==> config.mk <==
export PLATFORM = sky130hd
export DESIGN_NAME = des128_key_sched_ctrl_flat
export DESIGN_NICKNAME = d
export VERILOG_FILES = /design/src/rtl/des128_key_sched_ctrl_pkg.sv /design/src/rtl/des128_key_sched_ctrl_if.sv /design/src/rtl/des128_key_sched_ctrl_half_rotator.sv /design/src/rtl/des128_key_sched_ctrl.sv /design/src/flat_wrapper.sv
export SDC_FILE = /design/constraint.sdc
export NUM_CORES = 1
export LEC_CHECK = 0
export BUFFER_PORTS_ARGS = -buffer_cell sky130_fd_sc_hd__clkbuf_2
export CORE_UTILIZATION = 35
export DETAILED_ROUTE_END_ITERATION = 6
export GPL_ROUTABILITY_DRIVEN = 0
export HOLD_SLACK_MARGIN = 0.15
export PLACE_DENSITY = 0.58
export SLEW_MARGIN = 20
export SYNTH_ARGS = -nofsm -noshare
export SYNTH_HDL_FRONTEND = slang
export SYNTH_SLANG_ARGS = --single-unit
==> constraint.sdc <==
create_clock -name Clk -period 3.6 [get_ports Clk]
set_input_delay 0.54 -clock Clk [delete_from_list [all_inputs] [get_ports Clk]]
set_output_delay 0.54 -clock Clk [all_outputs]
set_load 0.1 [all_outputs]
==> src/rtl/des128_key_sched_ctrl_pkg.sv <==
// Shared constants, state encoding and per-round shift lookup for the
// 128-bit DES key schedule controller.
package des128_pkg;

  localparam int HALF_W     = 64;
  localparam int NUM_ROUNDS = 16;
  localparam int IDX_W      = 5;
  localparam int AMT_W      = $clog2(HALF_W);

  localparam logic [NUM_ROUNDS-1:0] SHIFT_MASK = 16'h8103;
  localparam int TOTAL_SHIFT = 2 * NUM_ROUNDS - $countones(SHIFT_MASK);

  typedef enum logic { IDLE, ROUND } state_t;
  typedef enum logic { ROT_LEFT, ROT_RIGHT } rot_dir_t;

  // Rotation applied to reach round r (1-based); r outside 1..16 aliases a
  // valid entry and is only ever looked up on a path whose result is unused.
  function automatic logic [AMT_W-1:0] shift_amt(input logic [IDX_W-1:0] r);
    logic [$clog2(NUM_ROUNDS)-1:0] bit_i;
    bit_i = ($clog2(NUM_ROUNDS))'(r - 5'd1);
    return SHIFT_MASK[bit_i] ? AMT_W'(1) : AMT_W'(2);
  endfunction

endpackage

==> src/rtl/des128_key_sched_ctrl_if.sv <==
// Key-load and round-pair handshake bundle between the key path, the
// schedule controller and the round-key compression stage.
interface des128_key_sched_ctrl_if;
  import des128_pkg::*;

  logic              start;
  logic              decrypt;
  logic [HALF_W-1:0] key_c;
  logic [HALF_W-1:0] key_d;
  logic              round_ready;
  logic              round_valid;
  logic [IDX_W-1:0]  round_idx;
  logic [HALF_W-1:0] C_out;
  logic [HALF_W-1:0] D_out;
  logic              busy;
  logic              done;

  modport master (
    output start, decrypt, key_c, key_d, round_ready,
    input  round_valid, round_idx, C_out, D_out, busy, done
  );

  modport slave (
    input  start, decrypt, key_c, key_d, round_ready,
    output round_valid, round_idx, C_out, D_out, busy, done
  );

endinterface

==> src/rtl/des128_key_sched_ctrl_half_rotator.sv <==
// Combinational rotate of one key half, left or right by a small amount.
module des128_half_rotator
  import des128_pkg::*;
(
  input  logic [HALF_W-1:0] din,
  input  rot_dir_t          dir,
  input  logic [AMT_W-1:0]  amount,
  output logic [HALF_W-1:0] dout
);

  logic [AMT_W:0] inv_amt;

  assign inv_amt = (AMT_W+1)'(HALF_W) - {1'b0, amount};

  assign dout = (dir == ROT_LEFT) ? ((din << amount) | (din >> inv_amt))
                                  : ((din >> amount) | (din << inv_amt));

endmodule

==> src/rtl/des128_key_sched_ctrl.sv <==
// Steps the C/D key halves through 16 rounds in encrypt or decrypt order,
// presenting each round pair over a back-pressurable valid/ready handshake.
module des128_key_sched_ctrl
  import des128_pkg::*;
(
  input  logic                    Clk,
  input  logic                    Reset,
  des128_key_sched_ctrl_if.slave  bus
);

  state_t            state;
  logic              dec_q;
  logic [HALF_W-1:0] src_c, src_d, rot_c, rot_d;
  rot_dir_t          dir;
  logic [AMT_W-1:0]  amt;
  logic              fire;

  assign fire = bus.round_valid && bus.round_ready;

  // In IDLE the rotators load the fresh key; in ROUND they advance the pair.
  always_comb begin
    // NOTE: every always_comb output gets a default first so no path can infer a latch.
    src_c = bus.C_out;
    src_d = bus.D_out;
    dir   = ROT_LEFT;
    amt   = shift_amt(bus.round_idx + 5'd1);
    if (state == IDLE) begin
      src_c = bus.key_c;
      src_d = bus.key_d;
      amt   = bus.decrypt ? AMT_W'(TOTAL_SHIFT) : shift_amt(5'd1);
    end else if (dec_q) begin
      dir = ROT_RIGHT;
      amt = shift_amt(5'd17 - bus.round_idx);
    end
  end

  des128_half_rotator u_rot_c (.din(src_c), .dir(dir), .amount(amt), .dout(rot_c));
  des128_half_rotator u_rot_d (.din(src_d), .dir(dir), .amount(amt), .dout(rot_d));

  always_ff @(posedge Clk) begin
    // NOTE: reset is synchronous, so it is just the highest-priority branch of the clocked block.
    if (Reset) begin
      state           <= IDLE;
      dec_q           <= 1'b0;
      bus.round_valid <= 1'b0;
      bus.round_idx   <= '0;
      bus.C_out       <= '0;
      bus.D_out       <= '0;
      bus.busy        <= 1'b0;
      bus.done        <= 1'b0;
    end else begin
      // NOTE: sequential state uses non-blocking assignments so every register sees pre-edge values.
      bus.done <= 1'b0;
      case (state)
        IDLE: begin
          if (bus.start) begin
            state           <= ROUND;
            dec_q           <= bus.decrypt;
            bus.round_valid <= 1'b1;
            bus.round_idx   <= 5'd1;
            bus.busy        <= 1'b1;
            bus.C_out       <= rot_c;
            bus.D_out       <= rot_d;
          end
        end
        ROUND: begin
          if (fire) begin
            if (bus.round_idx == IDX_W'(NUM_ROUNDS)) begin
              state           <= IDLE;
              bus.round_valid <= 1'b0;
              bus.round_idx   <= '0;
              bus.busy        <= 1'b0;
              bus.done        <= 1'b1;
            end else begin
              bus.round_idx <= bus.round_idx + 5'd1;
              bus.C_out     <= rot_c;
              bus.D_out     <= rot_d;
            end
          end
        end
        default: state <= IDLE;
      endcase
    end
  end

endmodule

==> src/flat_wrapper.sv <==
// flat-port wrapper written by rule: the top's interface ports become plain ports
module des128_key_sched_ctrl_flat import des128_pkg::*;
  (Clk, Reset, bus_start, bus_decrypt, bus_key_c, bus_key_d, bus_round_ready, bus_round_valid, bus_round_idx, bus_C_out, bus_D_out, bus_busy, bus_done);
  des128_key_sched_ctrl_if bus_i ();
  input  logic Clk;
  input  logic Reset;
  input wire logic [$bits(bus_i.start)-1:0] bus_start;
  input wire logic [$bits(bus_i.decrypt)-1:0] bus_decrypt;
  input wire logic [$bits(bus_i.key_c)-1:0] bus_key_c;
  input wire logic [$bits(bus_i.key_d)-1:0] bus_key_d;
  input wire logic [$bits(bus_i.round_ready)-1:0] bus_round_ready;
  output wire logic [$bits(bus_i.round_valid)-1:0] bus_round_valid;
  output wire logic [$bits(bus_i.round_idx)-1:0] bus_round_idx;
  output wire logic [$bits(bus_i.C_out)-1:0] bus_C_out;
  output wire logic [$bits(bus_i.D_out)-1:0] bus_D_out;
  output wire logic [$bits(bus_i.busy)-1:0] bus_busy;
  output wire logic [$bits(bus_i.done)-1:0] bus_done;
  assign bus_i.start = bus_start;
  assign bus_i.decrypt = bus_decrypt;
  assign bus_i.key_c = bus_key_c;
  assign bus_i.key_d = bus_key_d;
  assign bus_i.round_ready = bus_round_ready;
  assign bus_round_valid = bus_i.round_valid;
  assign bus_round_idx = bus_i.round_idx;
  assign bus_C_out = bus_i.C_out;
  assign bus_D_out = bus_i.D_out;
  assign bus_busy = bus_i.busy;
  assign bus_done = bus_i.done;
  des128_key_sched_ctrl u_core (.Clk(Clk), .Reset(Reset), .bus(bus_i));
endmodule
Word-level counts from Yosys, hierarchy flattened
Memory sizes are Yosys's and may differ from the RTL's.
Index checks and enable logic that the tools add are counted.
- add/subtract/negate cells: 5
- magnitude comparators: 2
- equal/unequal tests: 5
- shifts and indexed selects: 8
- muxes and demuxes: 34
- bitwise operators: 6
- reduce and logical (&&, ||, !) cells: 6
- operators with widths (kind ; count):
    2-to-1 mux 64 bit ; 10
    bitwise OR 64 bit ; 4
    one-hot mux 64 bit (2 select lines) ; 2
    << shifter 64 x 6 -> 64 bit ; 2
    << shifter 64 x 7 -> 64 bit ; 2
    right shift 64 x 6 -> 64 bit ; 2
    right shift 64 x 7 -> 64 bit ; 2
    2-to-1 mux 5 bit ; 4
    2-to-1 mux 6 bit ; 2
    2-to-1 mux 1 bit ; 11
    less-than comparator 4 x 5 -> 1 bit, second input constant ; 2
    one-hot mux 5 bit (2 select lines) ; 1
    inequality test 2 bit, second input constant ; 4
    subtractor 4 x 1 -> 4 bit, second input constant ; 2
    subtractor 7 x 6 -> 7 bit, first input constant ; 1
    AND reduction 3 bit ; 2
    adder 5 x 1 -> 5 bit, second input constant ; 1
    == test 5 bit, second input constant ; 1
    2-to-1 mux 2 bit ; 2
    one-hot mux 1 bit (2 select lines) ; 2
    AND reduction 2 bit ; 2
    subtractor 1 x 4 -> 4 bit, first input constant ; 1
    OR reduction 3 bit ; 1
    inverter 1 bit ; 2
    logical AND 1 bit ; 1
- bits in registers: 137
- bits in read-only memories: 32
- input port bits: 133
- word-level logic and storage cells: 75
- memories: 2
- memory list (memory ; depth ; bits a word ; read ports ; clocked after memory_dff ; wr ports ; RTL line ; text):
    (no name shown) ; 16 ; 1 ; 1 ; 0 ; 0 ; des128_key_sched_ctrl_pkg.sv:21 ; return SHIFT_MASK[bit_i] ? AMT_W'(1) : AMT_W'(2);
    (no name shown) ; 16 ; 1 ; 1 ; 0 ; 0 ; des128_key_sched_ctrl_pkg.sv:21 ;

Depth between registers and ports, before layout
- word-level depth: 14
- mapped depth: 16

By module
Synthesis repeated with hierarchy kept, for this count alone.
- cells, all modules: 4976
- area total of the unflattened synthesis: 40122.2 um^2
- modules (own cells, without submodules) (module ; times used ; cells an instance ; area each (um^2) ; sequential area each (um^2)):
    des128_half_rotator ; 2 ; 2096 ; 16373.2 ; 0.0
    des128_key_sched_ctrl ; 1 ; 784 ; 7375.8 ; 2742.6

Least setup slack after synthesis
Ideal clock, no wire load.
- path kind: flip-flop to flip-flop
- start point: register u_core.bus.round_idx[0]
- end point: register u_core.bus.D_out[56]
- library setup time: 122 ps
- arrival time: 3692 ps
- setup slack: -214 ps
- cell stages (with the launch flop): 16
- path buffers: 5
- cells stage by stage: dfxtp_1 > buf_2 > inv_1 > ha_1 > buf_2 > inv_1 > o311ai_0 > a311o_1 > and3_1 > buf_6 > a21o_1 > buf_4 > buf_4 > nand2_1 > nand2_1 > a221o_1
- word-level cells in the longest chain between the ends: 14
- RTL lines (what ; RTL line ; text):
    from (decl) ; des128_key_sched_ctrl_if.sv:25 ; output round_valid, round_idx, C_out, D_out, busy, done
    from (signal assigned) ; des128_key_sched_ctrl.sv:75 ; bus.round_idx <= bus.round_idx + 5'd1;
    adder 5 x 1 -> 5 bit / subtractor 1 x 4 -> 4 bit (equally long branches) ; des128_key_sched_ctrl.sv:26, des128_key_sched_ctrl.sv:33 ;
    subtractor 4 x 1 -> 4 bit ; des128_key_sched_ctrl_pkg.sv:20 ; bit_i = ($clog2(NUM_ROUNDS))'(r - 5'd1);
    memory (16 x 1 bit) ; n/a ;
    2-to-1 mux 1 bit (implied by the code) ; des128_key_sched_ctrl_pkg.sv:21 ;
    2-to-1 mux 2 bit ; des128_key_sched_ctrl_pkg.sv:21 ;
    2-to-1 mux 6 bit ; des128_key_sched_ctrl.sv:31 ; end else if (dec_q) begin
    2-to-1 mux 6 bit ; des128_key_sched_ctrl.sv:27 ; if (state == IDLE) begin
    subtractor 7 x 6 -> 7 bit ; des128_key_sched_ctrl_half_rotator.sv:13 ; assign inv_amt = (AMT_W+1)'(HALF_W) - {1'b0, amount};
    right shift 64 x 7 -> 64 bit / << shifter 64 x 7 -> 64 bit (equally long branches) ; des128_key_sched_ctrl_half_rotator.sv:15, des128_key_sched_ctrl_half_rotator.sv:16 ;
    bitwise OR 64 bit (on tied branches) ; des128_key_sched_ctrl_half_rotator.sv:15, des128_key_sched_ctrl_half_rotator.sv:16 ;
    2-to-1 mux 64 bit ; des128_key_sched_ctrl_half_rotator.sv:15 ; assign dout = (dir == ROT_LEFT) ? ((din << amount) | (din >> inv_amt))
    2-to-1 mux 64 bit ; des128_key_sched_ctrl.sv:68 ; if (bus.round_idx == IDX_W'(NUM_ROUNDS)) begin
    2-to-1 mux 64 bit ; des128_key_sched_ctrl.sv:67 ; if (fire) begin
    one-hot mux 64 bit (2 select lines) ; des128_key_sched_ctrl.sv:54 ; case (state)
    to (signal assigned) ; des128_key_sched_ctrl.sv:63 ; bus.D_out <= rot_d;
    to (signal assigned) ; des128_key_sched_ctrl.sv:77 ; bus.D_out <= rot_d;
    to (decl) ; des128_key_sched_ctrl_if.sv:25 ;
Parallel ways exist; a longest one is shown, timed or not. The select of a mux whose other input is x is not followed.
A chain may end at the register's enable or synchronous reset.

Worst setup path after layout
- start point: register u_core.bus.round_idx[2]
- end point: register u_core.bus.C_out[45]
- word-level cells in the longest chain between the ends: 14
- RTL lines (what ; RTL line ; text):
    adder 5 x 1 -> 5 bit / subtractor 1 x 4 -> 4 bit (equally long branches) ; des128_key_sched_ctrl.sv:26, des128_key_sched_ctrl.sv:33 ;
    subtractor 4 x 1 -> 4 bit ; des128_key_sched_ctrl_pkg.sv:20 ;
    memory (16 x 1 bit) ; n/a ;
    2-to-1 mux 1 bit (implied by the code) ; des128_key_sched_ctrl_pkg.sv:21 ;
    2-to-1 mux 2 bit ; des128_key_sched_ctrl_pkg.sv:21 ;
    2-to-1 mux 6 bit ; des128_key_sched_ctrl.sv:31 ;
    2-to-1 mux 6 bit ; des128_key_sched_ctrl.sv:27 ;
    subtractor 7 x 6 -> 7 bit ; des128_key_sched_ctrl_half_rotator.sv:13 ;
    right shift 64 x 7 -> 64 bit / << shifter 64 x 7 -> 64 bit (equally long branches) ; des128_key_sched_ctrl_half_rotator.sv:15, des128_key_sched_ctrl_half_rotator.sv:16 ;
    bitwise OR 64 bit (on tied branches) ; des128_key_sched_ctrl_half_rotator.sv:15, des128_key_sched_ctrl_half_rotator.sv:16 ;
    2-to-1 mux 64 bit ; des128_key_sched_ctrl_half_rotator.sv:15 ;
    2-to-1 mux 64 bit ; des128_key_sched_ctrl.sv:68 ;
    2-to-1 mux 64 bit ; des128_key_sched_ctrl.sv:67 ;
    one-hot mux 64 bit (2 select lines) ; des128_key_sched_ctrl.sv:54 ;
    to (signal assigned) ; des128_key_sched_ctrl.sv:62 ; bus.C_out <= rot_c;
    to (signal assigned) ; des128_key_sched_ctrl.sv:76 ; bus.C_out <= rot_c;
    to (decl) ; des128_key_sched_ctrl_if.sv:25 ;
Parallel ways exist; a longest one is shown, timed or not. The select of a mux whose other input is x is not followed.

==> flow_results.xml <==
<?xml version="1.0" encoding="UTF-8"?>
<metrics>
  <group name="sta">
    <metric name="hold_violations" unit="">0</metric>
    <metric name="final.setup.tns" unit="ps">0</metric>
    <metric name="maxSlewHeadroom" unit="%">14.49</metric>
    <metric name="report.final.setup_viol" unit="">0</metric>
    <metric name="drv_slew" unit="">0</metric>
    <metric name="grt_setup_unrepaired" unit="">no</metric>
    <metric name="clock_skews" unit="ps">22.27</metric>
    <metric name="holdWs" unit="ps">392.0</metric>
    <metric name="tightestPinTransition" unit="ps">1278</metric>
    <metric name="min_period_over_period" unit="%">94.47</metric>
    <metric name="finalCriticalPeriod" unit="ps">3401</metric>
    <metric name="maxClockFrequency" unit="MHz">294.0</metric>
  </group>
  <group name="yosys">
    <metric name="synth_seq_area_share" unit="%">24.97</metric>
    <metric name="cell_types_with_the_largest_area_share_after_synthesis" unit="">sky130_fd_sc_hd__dfxtp_1, sky130_fd_sc_hd__mux2i_1, sky130_fd_sc_hd__nand2_1, sky130_fd_sc_hd__a21oi_1, sky130_fd_sc_hd__nor2_1</metric>
    <metric name="synth_simple_gate_area_share" unit="%">17.18</metric>
    <metric name="yosys_register_bits" unit="">137</metric>
    <metric name="synthesis.area_per_instance" unit="sq um">7.571</metric>
    <metric name="ys_flop_type" unit="">sky130_fd_sc_hd__dfxtp_1</metric>
    <metric name="post_synthesis_adder_cell_area_fraction" unit="%">0.5695</metric>
    <metric name="mappedNetlistNets" unit="">1589</metric>
    <metric name="synthDominantCellAreaShare" unit="%">24.97</metric>
    <metric name="synth_top_cell_by_area" unit="">sky130_fd_sc_hd__dfxtp_1</metric>
    <metric name="synth_async_reset_ratio" unit="%">0</metric>
    <metric name="synth_top_family_by_area" unit="">compound AO/OA/AOI/OAI gates</metric>
    <metric name="postSynthCellCount" unit="">1451</metric>
    <metric name="portion_of_netlist_area_occupied_by_mux_cells" unit="%">14.84</metric>
    <metric name="syn_area" unit="sq um">10990</metric>
    <metric name="synth-xor-area-share" unit="%">0.07973</metric>
    <metric name="share_of_the_synthesized_area_in_compound_gates_ao_oa_aoi_oai" unit="%">35.85</metric>
    <metric name="netlist-cell-type-count" unit="">78</metric>
    <metric name="synth_edf_count" unit="">0</metric>
    <metric name="yosysWarningCount" unit="">0</metric>
  </group>
  <group name="setup_path">
    <metric name="timing.critical_path.arrival" unit="ps">3780</metric>
    <metric name="critical_path_required" unit="ps">3980</metric>
    <metric name="timing.critical_path.cells" unit="">or2_2 -&gt; nor2_1 -&gt; nor2_1 -&gt; nor2_4 -&gt; nor2_1 -&gt; buf_4 -&gt; o21ai_0 -&gt; a31oi_1 -&gt; a22o_1</metric>
    <metric name="critical_path.reg2reg.startpoint" unit="">u_core.bus.round_idx[2]</metric>
    <metric name="most_frequent_cell_on_the_critical_path" unit="">sky130_fd_sc_hd__nor2_1</metric>
    <metric name="timing.critical_path.from_type" unit="">flip-flop</metric>
    <metric name="end_kind" unit="">flip-flop</metric>
    <metric name="timing.critical_path.from" unit="">u_core.bus.round_idx[2]</metric>
    <metric name="critical_path_depth" unit="">9</metric>
    <metric name="worst_path_largest_cell_delay" unit="ps">970</metric>
    <metric name="cp_num_buf_inv" unit="">1</metric>
    <metric name="cp_top_family" unit="">simple AND/OR/NAND/NOR gates</metric>
    <metric name="startpoint_to_endpoint_class_of_the_critical_path" unit="">flip-flop to flip-flop</metric>
    <metric name="rr_worst_depth" unit="">9</metric>
    <metric name="crit_slowest_cell" unit="">sky130_fd_sc_hd__nor2_1</metric>
    <metric name="critPathMaxFanout" unit="">19</metric>
  </group>
  <group name="run">
    <metric name="cap_viol_max_count" unit="">0</metric>
  </group>
  <group name="worst_hold_path">
    <metric name="timing.hold.worst_path_depth" unit="">2</metric>
    <metric name="min_from" unit="">bus_start</metric>
    <metric name="hold_path_class" unit="">primary input to flip-flop</metric>
  </group>
  <group name="layout">
    <metric name="post_route_cells_drive_above_1_share" unit="%">27.59</metric>
    <metric name="filler_cell_count" unit="">3234</metric>
    <metric name="diodes" unit="">0</metric>
    <metric name="num-nets-final" unit="">1803</metric>
    <metric name="layout.cells.most_common" unit="">sky130_fd_sc_hd__clkbuf_2</metric>
    <metric name="area_growth_syn_to_layout" unit="%">22.31</metric>
    <metric name="layout.cells.most_common_list" unit="">sky130_fd_sc_hd__clkbuf_2, sky130_fd_sc_hd__nand2_1, sky130_fd_sc_hd__nor2_1</metric>
  </group>
  <group name="outcome">
    <metric name="violations" unit="">DRC</metric>
    <metric name="run_status" unit="">complete, but fails checks</metric>
  </group>
  <group name="pwr">
    <metric name="clock_network_fraction_of_design_power" unit="%">27.8</metric>
    <metric name="worst_ir_drop_vdd" unit="mV">0.3809</metric>
    <metric name="pwr-share-seq" unit="%">29.3</metric>
    <metric name="power.combinational.fraction" unit="%">42.9</metric>
    <metric name="netSwitchingPower" unit="mW">3.182</metric>
    <metric name="cellLeakagePower" unit="nW">5.548</metric>
    <metric name="swShare" unit="%">48.74</metric>
    <metric name="powerDensity" unit="nW/um^2">485.9</metric>
    <metric name="p_int" unit="mW">3.346</metric>
  </group>
  <group name="floorplanning">
    <metric name="initial_utilization" unit="%">35.73</metric>
    <metric name="placementRows" unit="">64</metric>
    <metric name="dieHeight" unit="um">179.2</metric>
    <metric name="die-width" unit="um">179.2</metric>
    <metric name="pin_count" unit="">269</metric>
    <metric name="floorplan.die_area" unit="sq um">32100</metric>
    <metric name="standard_cell_core_area" unit="sq um">30750</metric>
  </group>
  <group name="grt">
    <metric name="first_global_vias" unit="">12990</metric>
    <metric name="grt_remaining_overflow" unit="">0</metric>
    <metric name="wire_length_of_the_first_global_routing_pass" unit="mm">82.17</metric>
    <metric name="grt_antenna_before_repair" unit="">0</metric>
    <metric name="globalRouteTotalUtil" unit="%">34.18</metric>
    <metric name="grt_start_max_net_pins" unit="">100</metric>
  </group>
  <group name="cts">
    <metric name="tritoncts.num_buffers" unit="">17</metric>
    <metric name="htree_levels" unit="">4</metric>
    <metric name="clkTransAtPathRegs" unit="ps">70</metric>
    <metric name="tritoncts" unit="">yes</metric>
    <metric name="postCtsSetupRepairBufs" unit="">0</metric>
    <metric name="cts_buffer_depth" unit="">2</metric>
    <metric name="clock-root-buffer" unit="">sky130_fd_sc_hd__clkbuf_16</metric>
    <metric name="clkLatencyLatePin" unit="ps">450</metric>
    <metric name="clock-sinks" unit="">137</metric>
  </group>
  <group name="place">
    <metric name="dp.final_hpwl" unit="mm">39.10</metric>
    <metric name="port-buffer-count" unit="">268</metric>
  </group>
  <group name="route">
    <metric name="routedWlPerCell" unit="um">26.93</metric>
    <metric name="drt.antenna.violating_nets" unit="">0</metric>
    <metric name="route.detailed.vias_per_inst" unit="">6.774</metric>
    <metric name="detailedRoute.firstIterationViolations" unit="">2536</metric>
    <metric name="route.detailed.drc" unit="">38</metric>
    <metric name="drt_wl_total" unit="mm">55.86</metric>
    <metric name="drtPass1Iterations" unit="">7</metric>
    <metric name="total_number_of_vias" unit="">14050</metric>
  </group>
</metrics>
==> Yosys cell counts (11+ instances only) <==
cell type	count
sky130_fd_sc_hd__a31oi_1	24
sky130_fd_sc_hd__o221a_2	18
sky130_fd_sc_hd__nand3_1	29
sky130_fd_sc_hd__buf_1	12
sky130_fd_sc_hd__buf_4	12
sky130_fd_sc_hd__clkbuf_1	78
sky130_fd_sc_hd__o21ai_1	11
sky130_fd_sc_hd__mux2_2	40
sky130_fd_sc_hd__o22ai_1	17
sky130_fd_sc_hd__a21o_1	11
sky130_fd_sc_hd__inv_1	11
sky130_fd_sc_hd__o211ai_1	45
sky130_fd_sc_hd__nor2_1	146
sky130_fd_sc_hd__a211oi_1	34
sky130_fd_sc_hd__nor2b_1	11
sky130_fd_sc_hd__dfxtp_1	137
sky130_fd_sc_hd__o221ai_1	30
sky130_fd_sc_hd__a22o_1	11
sky130_fd_sc_hd__mux2i_1	110
sky130_fd_sc_hd__nand2_1	172
sky130_fd_sc_hd__a221oi_1	23
sky130_fd_sc_hd__a311oi_1	29
sky130_fd_sc_hd__a21oi_1	114
sky130_fd_sc_hd__nor3_1	23
sky130_fd_sc_hd__buf_2	40
sky130_fd_sc_hd__o21ai_0	101
==> registers in the layout, summed over array words and instances (netlist names) <==
| name | count |
|---|---|
| u_core.bus.C_out | 64 |
| u_core.bus.D_out | 64 |
| u_core.bus.done | 1 |
| u_core.bus.round_idx | 5 |
| u_core.bus.round_valid | 1 |
| u_core.dec_q | 1 |
| u_core.state | 1 |
==> cell families (layout without fill, tap and decap cells) <==
group | after synthesis | count (layout)
multiplexers | 155 | 155
buffers and inverters | 159 | 386
flip-flops | 137 | 137
XOR/XNOR | 1 | 1
adder cells (fa/ha/maj) | 5 | 5
AO/OA/AOI/OAI | 561 | 561
AND/OR/NAND/NOR | 433 | 433
==> power groups by stage <==
stage          Clock (mW)  Combinational (mW)  Sequential (mW)
2_1_floorplan           0                1.03             2.85
3_3_place_gp            0                2.73             1.94
3_5_place_dp            0                2.74             1.94
4_1_cts              1.80                2.74             1.90
5_1_grt              1.88                2.91             1.93
6_report             1.81                2.80             1.91
==> path summary, 6_finish.rpt <==
| kind | to | slack [ps] |
|---|---|---|
| setup reg to reg | u_core.bus.C_out[45] | 200 |
| hold / removal | u_core.state | 390 |
| hold reg to reg | u_core.bus.D_out[32] | 490 |
| setup / recovery | u_core.bus.C_out[45] | 200 |
==> routing by layer <==
metal,vias up,global-route usage (%),wire (um)
met5,-,0,0
met4,0,16.81,3003
met3,226,7.655,7554
met2,1229,52.46,24210
met1,6609,44.84,21090
li1,5986,-,-
==> worst reg2reg max path: stages, from the launching register on <==
cell,delay [ps]
sky130_fd_sc_hd__dfxtp_1,710
sky130_fd_sc_hd__or2_2,230
sky130_fd_sc_hd__nor2_1,100
sky130_fd_sc_hd__nor2_1,360
sky130_fd_sc_hd__nor2_4,90
sky130_fd_sc_hd__nor2_1,970
sky130_fd_sc_hd__buf_4,410
sky130_fd_sc_hd__o21ai_0,130
sky130_fd_sc_hd__a31oi_1,190
sky130_fd_sc_hd__a22o_1,160
==> layout make-up <==
class / instances / area, sq um / area share [%]
clock inverters: 14 / 133.9 / 0.9964
clock buffers: 18 / 439.2 / 3.268
repair buffers: 341 / 1984 / 14.77
inverters: 13 / 48.80 / 0.3632
multi-input cells: 1155 / 7586 / 56.46
well taps: 396 / 495.5 / 3.688
flip-flops and latches: 137 / 2749 / 20.46
==> repair_timing <==
item | CTS | global route
setup endpoints to repair | 0 | 9
hold buffers | 0 | 0
resized for setup | 0 | 6
==> metrics by stage <==
stage / std cells / power (mW) / util [%] / area, sq um / setup WS (ps)
after floorplan: 1451 / 3.882 / - / 10990 / 162.7
after detailed placement: 2042 / 4.673 / 41.78 / 12850 / 175.7
after global routing: 2074 / 6.714 / 43.70 / 13440 / 50.26
after CTS: 2074 / 6.448 / 43.64 / 13420 / 176.4
final: 2074 / 6.528 / 43.70 / 13440 / 199.0
after global placement: 2042 / 4.665 / 41.78 / 12850 / 290.3
Note: power is estimated with default switching activity, not from simulation.
